<file path="config.mk">
export PLATFORM = sky130hd
export DESIGN_NAME = rfphoenix_ifq_flat
export DESIGN_NICKNAME = d
export VERILOG_FILES = /design/src/rtl/rfphoenix_ifq_pkg.sv /design/src/rtl/rfphoenix_ifq_if.sv /design/src/rtl/rfphoenix_ifq_ram.sv /design/src/rtl/rfphoenix_ifq.sv /design/src/flat_wrapper.sv
export SDC_FILE = /design/constraint.sdc
export NUM_CORES = 1
export LEC_CHECK = 0
export ABC_AREA = 1
export CORE_AREA = 2 2 239 241
export DETAILED_ROUTE_END_ITERATION = 10
export DIE_AREA = 0 0 241 243
export GPL_TIMING_DRIVEN = 0
export PLACE_DENSITY = 0.7
export SYNTH_ARGS = -nofsm -noshare
export SYNTH_HDL_FRONTEND = slang
export SYNTH_SLANG_ARGS = --single-unit
</file>
<file path="constraint.sdc">
create_clock -name clk -period 6.9 [get_ports clk]
set_input_delay 1.38 -clock clk [delete_from_list [all_inputs] [get_ports clk]]
set_output_delay 1.38 -clock clk [all_outputs]
set_load 0.02 [all_outputs]
</file>
<file path="src/rtl/rfphoenix_ifq_pkg.sv">
// Shared types for the instruction fetch queue: instruction/postfix word layouts and opcodes.
// Postfix words carry a 34-bit immediate in the same bit positions as an instruction body.
package rfphoenix_ifq_pkg;

    localparam int IFQ_DEPTH = 8;

    localparam logic [5:0] OP_NOP  = 6'h00;
    localparam logic [5:0] OP_ADD  = 6'h01;
    localparam logic [5:0] OP_OR   = 6'h02;
    localparam logic [5:0] OP_ADDI = 6'h04;
    localparam logic [5:0] OP_XORI = 6'h05;
    localparam logic [5:0] OP_LDW  = 6'h10;
    localparam logic [5:0] OP_PFX  = 6'h3F;

    typedef struct packed {
        logic [5:0]  opcode;
        logic [33:0] body;
    } Instruction;

    typedef struct packed {
        logic [5:0]  opcode;
        logic [33:0] imm;
    } Postfix;

    typedef struct packed {
        Instruction  ir;
        logic [31:0] pc;
    } sIfqEntry;

    localparam Postfix NOP_POSTFIX = '{opcode: OP_NOP, imm: 34'h0};

    function automatic logic is_pfx(input Instruction i);
        return i.opcode == OP_PFX;
    endfunction

endpackage

</file>
<file path="src/rtl/rfphoenix_ifq_if.sv">
// Fetch-side push and decode-side triple handshake of the instruction fetch queue.
// master drives fetch words and decoder ready; slave is the queue itself.
interface rfphoenix_ifq_if #(parameter int AW = 3);
    import rfphoenix_ifq_pkg::*;

    logic        flush;
    logic        in_valid;
    logic        in_ready;
    Instruction  in_ir;
    logic [31:0] in_pc;
    logic        out_valid;
    logic        out_ready;
    Instruction  out_ir;
    Postfix      out_pfx;
    logic [31:0] out_pc;
    logic [1:0]  out_len;
    logic        pfx_orphan;
    logic [AW:0] count;

    modport master (
        output flush, in_valid, in_ir, in_pc, out_ready,
        input  in_ready, out_valid, out_ir, out_pfx, out_pc, out_len, pfx_orphan, count
    );

    modport slave (
        input  flush, in_valid, in_ir, in_pc, out_ready,
        output in_ready, out_valid, out_ir, out_pfx, out_pc, out_len, pfx_orphan, count
    );

endinterface

</file>
<file path="src/rtl/rfphoenix_ifq_ram.sv">
// DEPTH-entry register file, one write port and two asynchronous read ports (head and head+1).
// Write lands on the clock edge; reads are purely combinational from the array.
module rfphoenix_ifq_ram
    import rfphoenix_ifq_pkg::*;
#(
    parameter int DEPTH = IFQ_DEPTH,
    parameter int AW    = $clog2(DEPTH)
) (
    input  logic          clk,
    input  logic          we,
    input  logic [AW-1:0] waddr,
    input  sIfqEntry      wdata,
    input  logic [AW-1:0] raddr0,
    input  logic [AW-1:0] raddr1,
    output sIfqEntry      rdata0,
    output Instruction    rdata1_ir
);

    sIfqEntry mem_q [DEPTH];

    // Storage is not reset: occupancy in the top module decides which entries are meaningful.
    always_ff @(posedge clk) begin
        if (we) begin
            mem_q[waddr] <= wdata;
        end
    end

    assign rdata0    = mem_q[raddr0];
    assign rdata1_ir = mem_q[raddr1].ir;

endmodule

</file>
<file path="src/rtl/rfphoenix_ifq.sv">
// Instruction fetch queue: pairs each instruction with a following PFX word for decode, drops orphan PFX.
// Output valid one cycle after the second word is written; push blocked while full, flush wins over everything.
module rfphoenix_ifq
    import rfphoenix_ifq_pkg::*;
#(
    parameter int DEPTH = IFQ_DEPTH,
    parameter int AW    = $clog2(DEPTH)
) (
    input  logic           clk,
    input  logic           rst,
    rfphoenix_ifq_if.slave bus
);

    localparam logic [AW:0] FULL = (AW+1)'(DEPTH);
    localparam logic [AW:0] TWO  = (AW+1)'(2);

    logic [AW-1:0] rd_q, rd_d;
    logic [AW-1:0] wr_q, wr_d;
    logic [AW:0]   count_q, count_d;
    logic          orphan_q, orphan_d;

    sIfqEntry      head;
    Instruction    next_ir;
    sIfqEntry      wentry;
    logic          push;
    logic          head_pfx;
    logic          next_pfx;
    logic          out_valid;
    logic          in_ready;
    logic [1:0]    pair_len;
    logic [1:0]    pop_words;

    assign wentry = '{ir: bus.in_ir, pc: bus.in_pc};

    rfphoenix_ifq_ram #(.DEPTH(DEPTH), .AW(AW)) u_ram (
        .clk       (clk),
        .we        (push),
        .waddr     (wr_q),
        .wdata     (wentry),
        .raddr0    (rd_q),
        .raddr1    (rd_q + AW'(1)),
        .rdata0    (head),
        .rdata1_ir (next_ir)
    );

    // A lone non-PFX head is held back: its postfix may not have arrived yet.
    assign head_pfx  = (count_q != '0) && is_pfx(head.ir);
    assign next_pfx  = is_pfx(next_ir);
    assign out_valid = !head_pfx && (count_q >= TWO);
    assign pair_len  = next_pfx ? 2'd2 : 2'd1;
    assign in_ready  = (count_q != FULL);
    assign push      = bus.in_valid && in_ready && !bus.flush;

    assign bus.in_ready   = in_ready;
    assign bus.out_valid  = out_valid;
    assign bus.out_ir     = head.ir;
    assign bus.out_pc     = head.pc;
    assign bus.out_pfx    = (out_valid && next_pfx) ? Postfix'(next_ir) : NOP_POSTFIX;
    assign bus.out_len    = pair_len;
    assign bus.pfx_orphan = orphan_q;
    assign bus.count      = count_q;

    always_comb begin
        pop_words = 2'd0;
        rd_d      = rd_q;
        wr_d      = wr_q;
        count_d   = count_q;
        orphan_d  = 1'b0;
        if (bus.flush) begin
            rd_d    = '0;
            wr_d    = '0;
            count_d = '0;
        end else begin
            if (head_pfx) begin
                pop_words = 2'd1;
            end else if (out_valid && bus.out_ready) begin
                pop_words = pair_len;
            end
            rd_d     = rd_q + AW'(pop_words);
            wr_d     = wr_q + AW'(push);
            count_d  = count_q + (AW+1)'(push) - (AW+1)'(pop_words);
            orphan_d = head_pfx;
        end
    end

    always_ff @(posedge clk or posedge rst) begin
        if (rst) begin
            rd_q     <= '0;
            wr_q     <= '0;
            count_q  <= '0;
            orphan_q <= 1'b0;
        end else begin
            rd_q     <= rd_d;
            wr_q     <= wr_d;
            count_q  <= count_d;
            orphan_q <= orphan_d;
        end
    end

endmodule

</file>
<file path="src/flat_wrapper.sv">
// flat-port wrapper written by rule: the top's interface ports become plain ports
module rfphoenix_ifq_flat import rfphoenix_ifq_pkg::*;
#(
    parameter int DEPTH = IFQ_DEPTH,
    parameter int AW    = $clog2(DEPTH)
)
  (clk, rst, bus_flush, bus_in_valid, bus_in_ir, bus_in_pc, bus_out_ready, bus_in_ready, bus_out_valid, bus_out_ir, bus_out_pfx, bus_out_pc, bus_out_len, bus_pfx_orphan, bus_count);
  rfphoenix_ifq_if #(.AW(AW)) bus_i ();
  input  logic clk;
  input  logic rst;
  input wire logic [$bits(bus_i.flush)-1:0] bus_flush;
  input wire logic [$bits(bus_i.in_valid)-1:0] bus_in_valid;
  input wire logic [$bits(bus_i.in_ir)-1:0] bus_in_ir;
  input wire logic [$bits(bus_i.in_pc)-1:0] bus_in_pc;
  input wire logic [$bits(bus_i.out_ready)-1:0] bus_out_ready;
  output wire logic [$bits(bus_i.in_ready)-1:0] bus_in_ready;
  output wire logic [$bits(bus_i.out_valid)-1:0] bus_out_valid;
  output wire logic [$bits(bus_i.out_ir)-1:0] bus_out_ir;
  output wire logic [$bits(bus_i.out_pfx)-1:0] bus_out_pfx;
  output wire logic [$bits(bus_i.out_pc)-1:0] bus_out_pc;
  output wire logic [$bits(bus_i.out_len)-1:0] bus_out_len;
  output wire logic [$bits(bus_i.pfx_orphan)-1:0] bus_pfx_orphan;
  output wire logic [$bits(bus_i.count)-1:0] bus_count;
  assign bus_i.flush = bus_flush;
  assign bus_i.in_valid = bus_in_valid;
  assign bus_i.in_ir = bus_in_ir;
  assign bus_i.in_pc = bus_in_pc;
  assign bus_i.out_ready = bus_out_ready;
  assign bus_in_ready = bus_i.in_ready;
  assign bus_out_valid = bus_i.out_valid;
  assign bus_out_ir = bus_i.out_ir;
  assign bus_out_pfx = bus_i.out_pfx;
  assign bus_out_pc = bus_i.out_pc;
  assign bus_out_len = bus_i.out_len;
  assign bus_pfx_orphan = bus_i.pfx_orphan;
  assign bus_count = bus_i.count;
  rfphoenix_ifq #(.DEPTH(DEPTH), .AW(AW)) u_core (.clk(clk), .rst(rst), .bus(bus_i));
endmodule
</file>
* Word level (Yosys, flattened, before mapping) *
Memories as Yosys holds them, arrays and structs flattened.
Cells that the tools add are included.

cells by class
  muxes and demuxes = 11
  $lt $le $gt $ge = 1
  eq/ne operators = 3
  $add $sub $neg = 5
  reductions and logical operators = 9

operators by type and width
  operator                                                                              count
  40-bit two-way mux                                                                    1
  6-bit equality test (second input constant)                                           2
  2-bit two-way mux                                                                     4
  1-bit logical AND                                                                     6
  3-bit two-way mux                                                                     2
  4-bit by 1-bit adder with 4-bit output                                                1
  4-bit by 2-bit greater-or-equal comparator with 1-bit output (second input constant)  1
  4-bit two-way mux                                                                     1
  4-bit inequality test (second input constant)                                         1
  4-bit nonzero test                                                                    1
  4-bit by 2-bit subtractor with 4-bit output                                           1
  3-bit by 1-bit adder with 3-bit output                                                1
  3-bit by 1-bit adder with 3-bit output (second input constant)                        1
  3-bit by 2-bit adder with 3-bit output                                                1
  1-bit two-way mux                                                                     3
  1-bit zero test                                                                       2

word-level totals
  register bits after elaboration = 11
  memories kept = 1
  memory bits (writable) = 576
  output and inout bits = 121
  logic and storage cells = 34

memory list
  memory              depth  width  rd ports  clocked after memory_dff  wr ports  RTL line                 source
  u_core.u_ram.mem_q  8      72     2         0                         1         rfphoenix_ifq_ram.sv:19  sIfqEntry mem_q [DEPTH];

* Depth between registers and ports, before layout *
Gate-level depths: netlist of the first run.
An unclocked memory read counts as a cell.

  depth after elaboration = 11
  depth in mapped cells = 19

* Modules after synthesis *
Synthesis of the first run repeated with hierarchy kept, for this count alone.

second synthesis, totals
  cells, all modules = 3418
  area total of the unflattened synthesis = 29558.3 um2

modules (own cells, without submodules)
  module             area each (um2)  sequential area each (um2)  cells an instance  times used
  rfphoenix_ifq_ram  28243.3          17296.6                     3249               1
  rfphoenix_ifq      1315.0           275.3                       169                1

* Worst setup path after synthesis of the first run *
Ideal clock, no wire load.

  path type = in2reg
  start = input bus_in_valid
  end = memory u_core.u_ram.mem_q[0][0] (netlist name), enable pin
  stages = 4
  path buffers = 0
  setup slack = 1.633 ns
  arrival time = 4.765 ns
  cell sequence = nand2_1 > nor2_1 > nand2_1 > nor2_1

between the ends
  cells in the longest elaborated chain, start to end = 4

ends and longest elaborated chain
  what                                     RTL line                 source
  start: declaration                       flat_wrapper.sv:12       input wire logic [$bits(bus_i.in_valid)-1:0] bus_in_valid;
  1-bit logical AND (2 in a row)           rfphoenix_ifq.sv:52      assign push = bus.in_valid && in_ready && !bus.flush;
  1-bit two-way mux                        rfphoenix_ifq_ram.sv:23  if (we) begin
  1-bit two-way mux (not written as such)  rfphoenix_ifq_ram.sv:24  mem_q[waddr] <= wdata;
  end: declaration                         rfphoenix_ifq_ram.sv:19

Every way passes these cells.

* Worst setup path in the final report of the first run *
  start = register u_core.rd_q[0]
  end = output bus_out_pfx[0]

between the ends
  cells in the longest elaborated chain, start to end = 7
  elaborated cells between the ends (all ways) = 9
  those cells by class = 1 x add/sub; 2 x eq/ne; 1 x mux; 4 x reduce/logical; 1 x memory

ends and longest elaborated chain
  what                      RTL line                 source
  start: declaration        rfphoenix_ifq.sv:17      logic [AW-1:0] rd_q, rd_d;
  start signal: assignment  rfphoenix_ifq.sv:93      rd_q <= rd_d;
  memory read 8 x 72 bit *  -
  6-bit equality test       rfphoenix_ifq_pkg.sv:33  return i.opcode == OP_PFX;
  1-bit logical AND         rfphoenix_ifq.sv:47      assign head_pfx = (count_q != '0) && is_pfx(head.ir);
  1-bit zero test           rfphoenix_ifq.sv:49      assign out_valid = !head_pfx && (count_q >= TWO);
  1-bit logical AND         rfphoenix_ifq.sv:49
  1-bit logical AND         rfphoenix_ifq.sv:58      assign bus.out_pfx = (out_valid && next_pfx) ? Postfix'(next_ir) : NOP_POSTFIX;
  40-bit two-way mux *      rfphoenix_ifq.sv:58
  end: declaration          flat_wrapper.sv:19       output wire logic [$bits(bus_i.out_pfx)-1:0] bus_out_pfx;

Every way passes the cells marked *; elsewhere a longest branch is shown, timed or not.

==> impl_metrics.env, run 1 <==
export IMPL_p_sw_uw=5156
export IMPL_final_cell_mix="edfxtp_1 (576), o21ai_0 (348), nor2_1 (327)"
export IMPL_cts_tree="built"
export IMPL_io_pin_count=198
export IMPL_timing_final_crit_share=0.7921
export IMPL_drt_pass1_iterations=6
export IMPL_r2r_worst_path_cells=16
export IMPL_hold_buffers=0
export IMPL_gp_congestion=0.9396
export IMPL_ys_seq_area_frac=0.6741
export IMPL_worstPathMaxFanout=10
export IMPL_route_detailed_drc=0
export IMPL_clk_latency_ns=0.65
export IMPL_rrSetupSlack_ns=3.42
export IMPL_crit_path_start_kind="flop"
export IMPL_p_int_uw=7673
export IMPL_mostFrequentLayoutCell="edfxtp_1"
export IMPL_grt_max_degree=27
export IMPL_num_nets_final=2780
export IMPL_syn2layout_area_growth_pct=21.24
export IMPL_p_leak_uw=0.01115
export IMPL_setup_ws_ns=1.435
export IMPL_power_density_mw_per_mm2=405.9
export IMPL_cts_max_path_buffers=3
export IMPL_worst_pin_slew_ns=0.9941
export IMPL_cp_required_ns=5.52
export IMPL_rsz0062_at_grt="no"
export IMPL_die_area_mm2=0.05856
export IMPL_routed_via_count=20490
export IMPL_worstSetupStartpoint="u_core.rd_q[0]"
export IMPL_fp_dieH_um=243
export IMPL_whs_ns=0.6289
export IMPL_outcome="finished, final reports clean"
export IMPL_initial_core_util=0.4659
export IMPL_synthArstFlopShare=0.01874
export IMPL_drive_above_1_share=0.07990
export IMPL_grt_overflow_total=0
export IMPL_endpoint_kind="output pin"
export IMPL_antenna_found_initial=5
export IMPL_synthCells=2409
export IMPL_ant_nets=0
export IMPL_rows=87
export IMPL_power_frac_seq=0.315
export IMPL_htreeDepth=2
export IMPL_clk_pin_slew_ns=0.06
export IMPL_power_frac_comb=0.419
export IMPL_via_per_inst=5.859
export IMPL_period_needed_ns=5.465
export IMPL_ys_warn_count=0
export IMPL_cts_root_buf="clkbuf_16"
export IMPL_hold_class="flop to flop"
export IMPL_dp_hpwl_mm=53.55
export IMPL_drt_iter0_markers=2760
export IMPL_synth_nets=2499
export IMPL_place_ws_ns=2.206
export IMPL_wirelength_mm=81.37
export IMPL_netlist_area_mm2=0.02607
export IMPL_synth_cell_types=29
export IMPL_relSlewSlack=0.3357
export IMPL_maxCapViolations=0
export IMPL_max_freq_mhz=183.0
export IMPL_reg2reg_from="u_core.rd_q[0]"
export IMPL_p_clk_frac=0.266
export IMPL_vdd_drop_max_mv=0.2393
export IMPL_grt_pass1_wl_mm=120.0
export IMPL_clkSinkCount=587
export IMPL_setup_violations=0
export IMPL_r2r_end="u_core.bus.count[3]"
export IMPL_cts_setup_buffers=0
export IMPL_critPathCapture="bus_out_pfx[0]"
export IMPL_cts_inserted_buffers=60
export IMPL_crit_type="flop to output pin"
export IMPL_die_w_um=241
export IMPL_synth_edf_count=576
export IMPL_fin_skew_ns=0.01498
export IMPL_ys_seq_elements=587
export IMPL_core_area_mm2=0.05595
export IMPL_cts_resized=0
export IMPL_drv_slew=0
export IMPL_syn_avg_cell_area_um2=10.82
export IMPL_switching_share=0.4019
export IMPL_grt_use_total=0.2740
export IMPL_hold_viol_final=0
export IMPL_wl_per_cell_um=23.26
export IMPL_grt_pass1_vias=20080
export IMPL_io_buffers=197
export IMPL_synthFlopType="edfxtp_1"
export IMPL_arrival_ns=4.09
[power by group through the flow]
stage | registers (uW) | logic [uW] | clock network (uW)
final | 4040 | 5380 | 3410
after floorplan | 4130 | 3010 | 0
after global routing | 4050 | 5740 | 3560
after detailed placement | 4120 | 5230 | 0
after CTS | 4040 | 5260 | 3430
after global placement | 4130 | 5120 | 0
[flip-flops by register name, summed over array words and instances, names as in the netlist]
| name | flops |
|---|---|
| u_core.bus.count | 4 |
| u_core.rd_q | 3 |
| u_core.wr_q | 3 |
| u_core.u_ram.mem_q | 576 |
| u_core.bus.pfx_orphan | 1 |
[cell families (layout without fill, tap and decap cells)]
kind of cell	after synthesis	count (layout)	share of synthesized area
AO/OA/AOI/OAI	708	708	0.1457
XOR/XNOR	6	6	0.002304
adder cells (fa/ha/maj)	13	13	0.006816
buffers and inverters	351	683	0.05597
flip-flops	587	587	0.6741
other	0	1	0
AND/OR/NAND/NOR	744	744	0.1151
[stage by stage]
step	util	area (um2)	total power (uW)	setup TNS [ns]	cells
CTS	0.5648	31600	12740	0	3497
global route	0.5648	31600	13350	0	3497
floorplan	-	26070	7135	0	2409
finish	0.5649	31600	12830	0	3498
global placement	0.5180	28990	9255	-1063.23	3362
detailed placement	0.5277	29520	9347	0	3384
[worst max-delay path: stages (launching register included)]
cell	delay (ns)
dfrtp_1	0.42
ha_1	0.40
buf_2	0.38
buf_2	0.35
clkbuf_1	0.51
nand3_1	0.15
a31oi_1	0.59
nor2_2	0.08
clkdlybuf4s50_1	0.55
[how the worst min path moves through the flow]
| stage | cells past startpoint | to | from | slack (ns) |
|---|---|---|---|---|
| 6_report | 2 | u_core.wr_q[2] | u_core.wr_q[2] | 0.63 |
| 5_1_grt | 2 | u_core.wr_q[2] | u_core.wr_q[2] | 0.69 |
| 4_1_cts | 2 | u_core.wr_q[2] | u_core.wr_q[2] | 0.63 |
| 3_5_place_dp | 2 | u_core.wr_q[2] | u_core.wr_q[2] | 0.62 |
| 3_3_place_gp | 2 | u_core.wr_q[2] | u_core.wr_q[2] | 0.58 |
| 2_1_floorplan | 2 | u_core.wr_q[2] | u_core.wr_q[2] | 0.55 |
[cell usage after synthesis (all sizes together), types with 32 or more instances]
cell	count	share of area
o21ai	369	0.071
edfxtp	576	0.66
nor2	359	0.054
a31oi	100	0.024
o211ai	35	0.010
a21oi	171	0.033
inv	175	0.025
nand3	102	0.020
nand2	282	0.041
buf	82	0.017
clkbuf	93	0.013
o22ai	32	0.0077
[area by class of cell]
type,count,area [um2]
flip-flops and latches,587,17570
repair buffers,219,2450
clock inverters,46,529.3
plain buffers,175,795.8
clock buffers,67,1549
fillers,4612,24350
multi-input cells,1471,7097
inverters,176,663.1
diodes,1,2.502
well taps,756,945.9
[layer usage]
| layer | track usage | up-vias | wire length, um |
|---|---|---|---|
| met2 | 0.4416 | 1376 | 38130 |
| met4 | 0.1215 | 8 | 3358 |
| met1 | 0.3564 | 9738 | 30640 |
| met5 | 0 | - | 47 |
| met3 | 0.05868 | 259 | 9199 |
| li1 | - | 9113 | - |
Power figures use the tool's default switching activity.
==> run 2: changes to the inputs <==
clock period = 5.6 ns   (was 6.9 ns; I/O delays follow)
==> results of run 2 <==
The final DEF is identical to that of run 1. Status: finished, final reports clean.
Among the figures that moved: setup slack after placement 2.206 ns -> 1.166 ns; setup slack after layout 1.435 ns -> 0.3945 ns; register-to-register setup slack 3.42 ns -> 2.12 ns; total power 12830 uW -> 15810 uW; worst IR drop on VDD 0.2393 mV -> 0.2948 mV
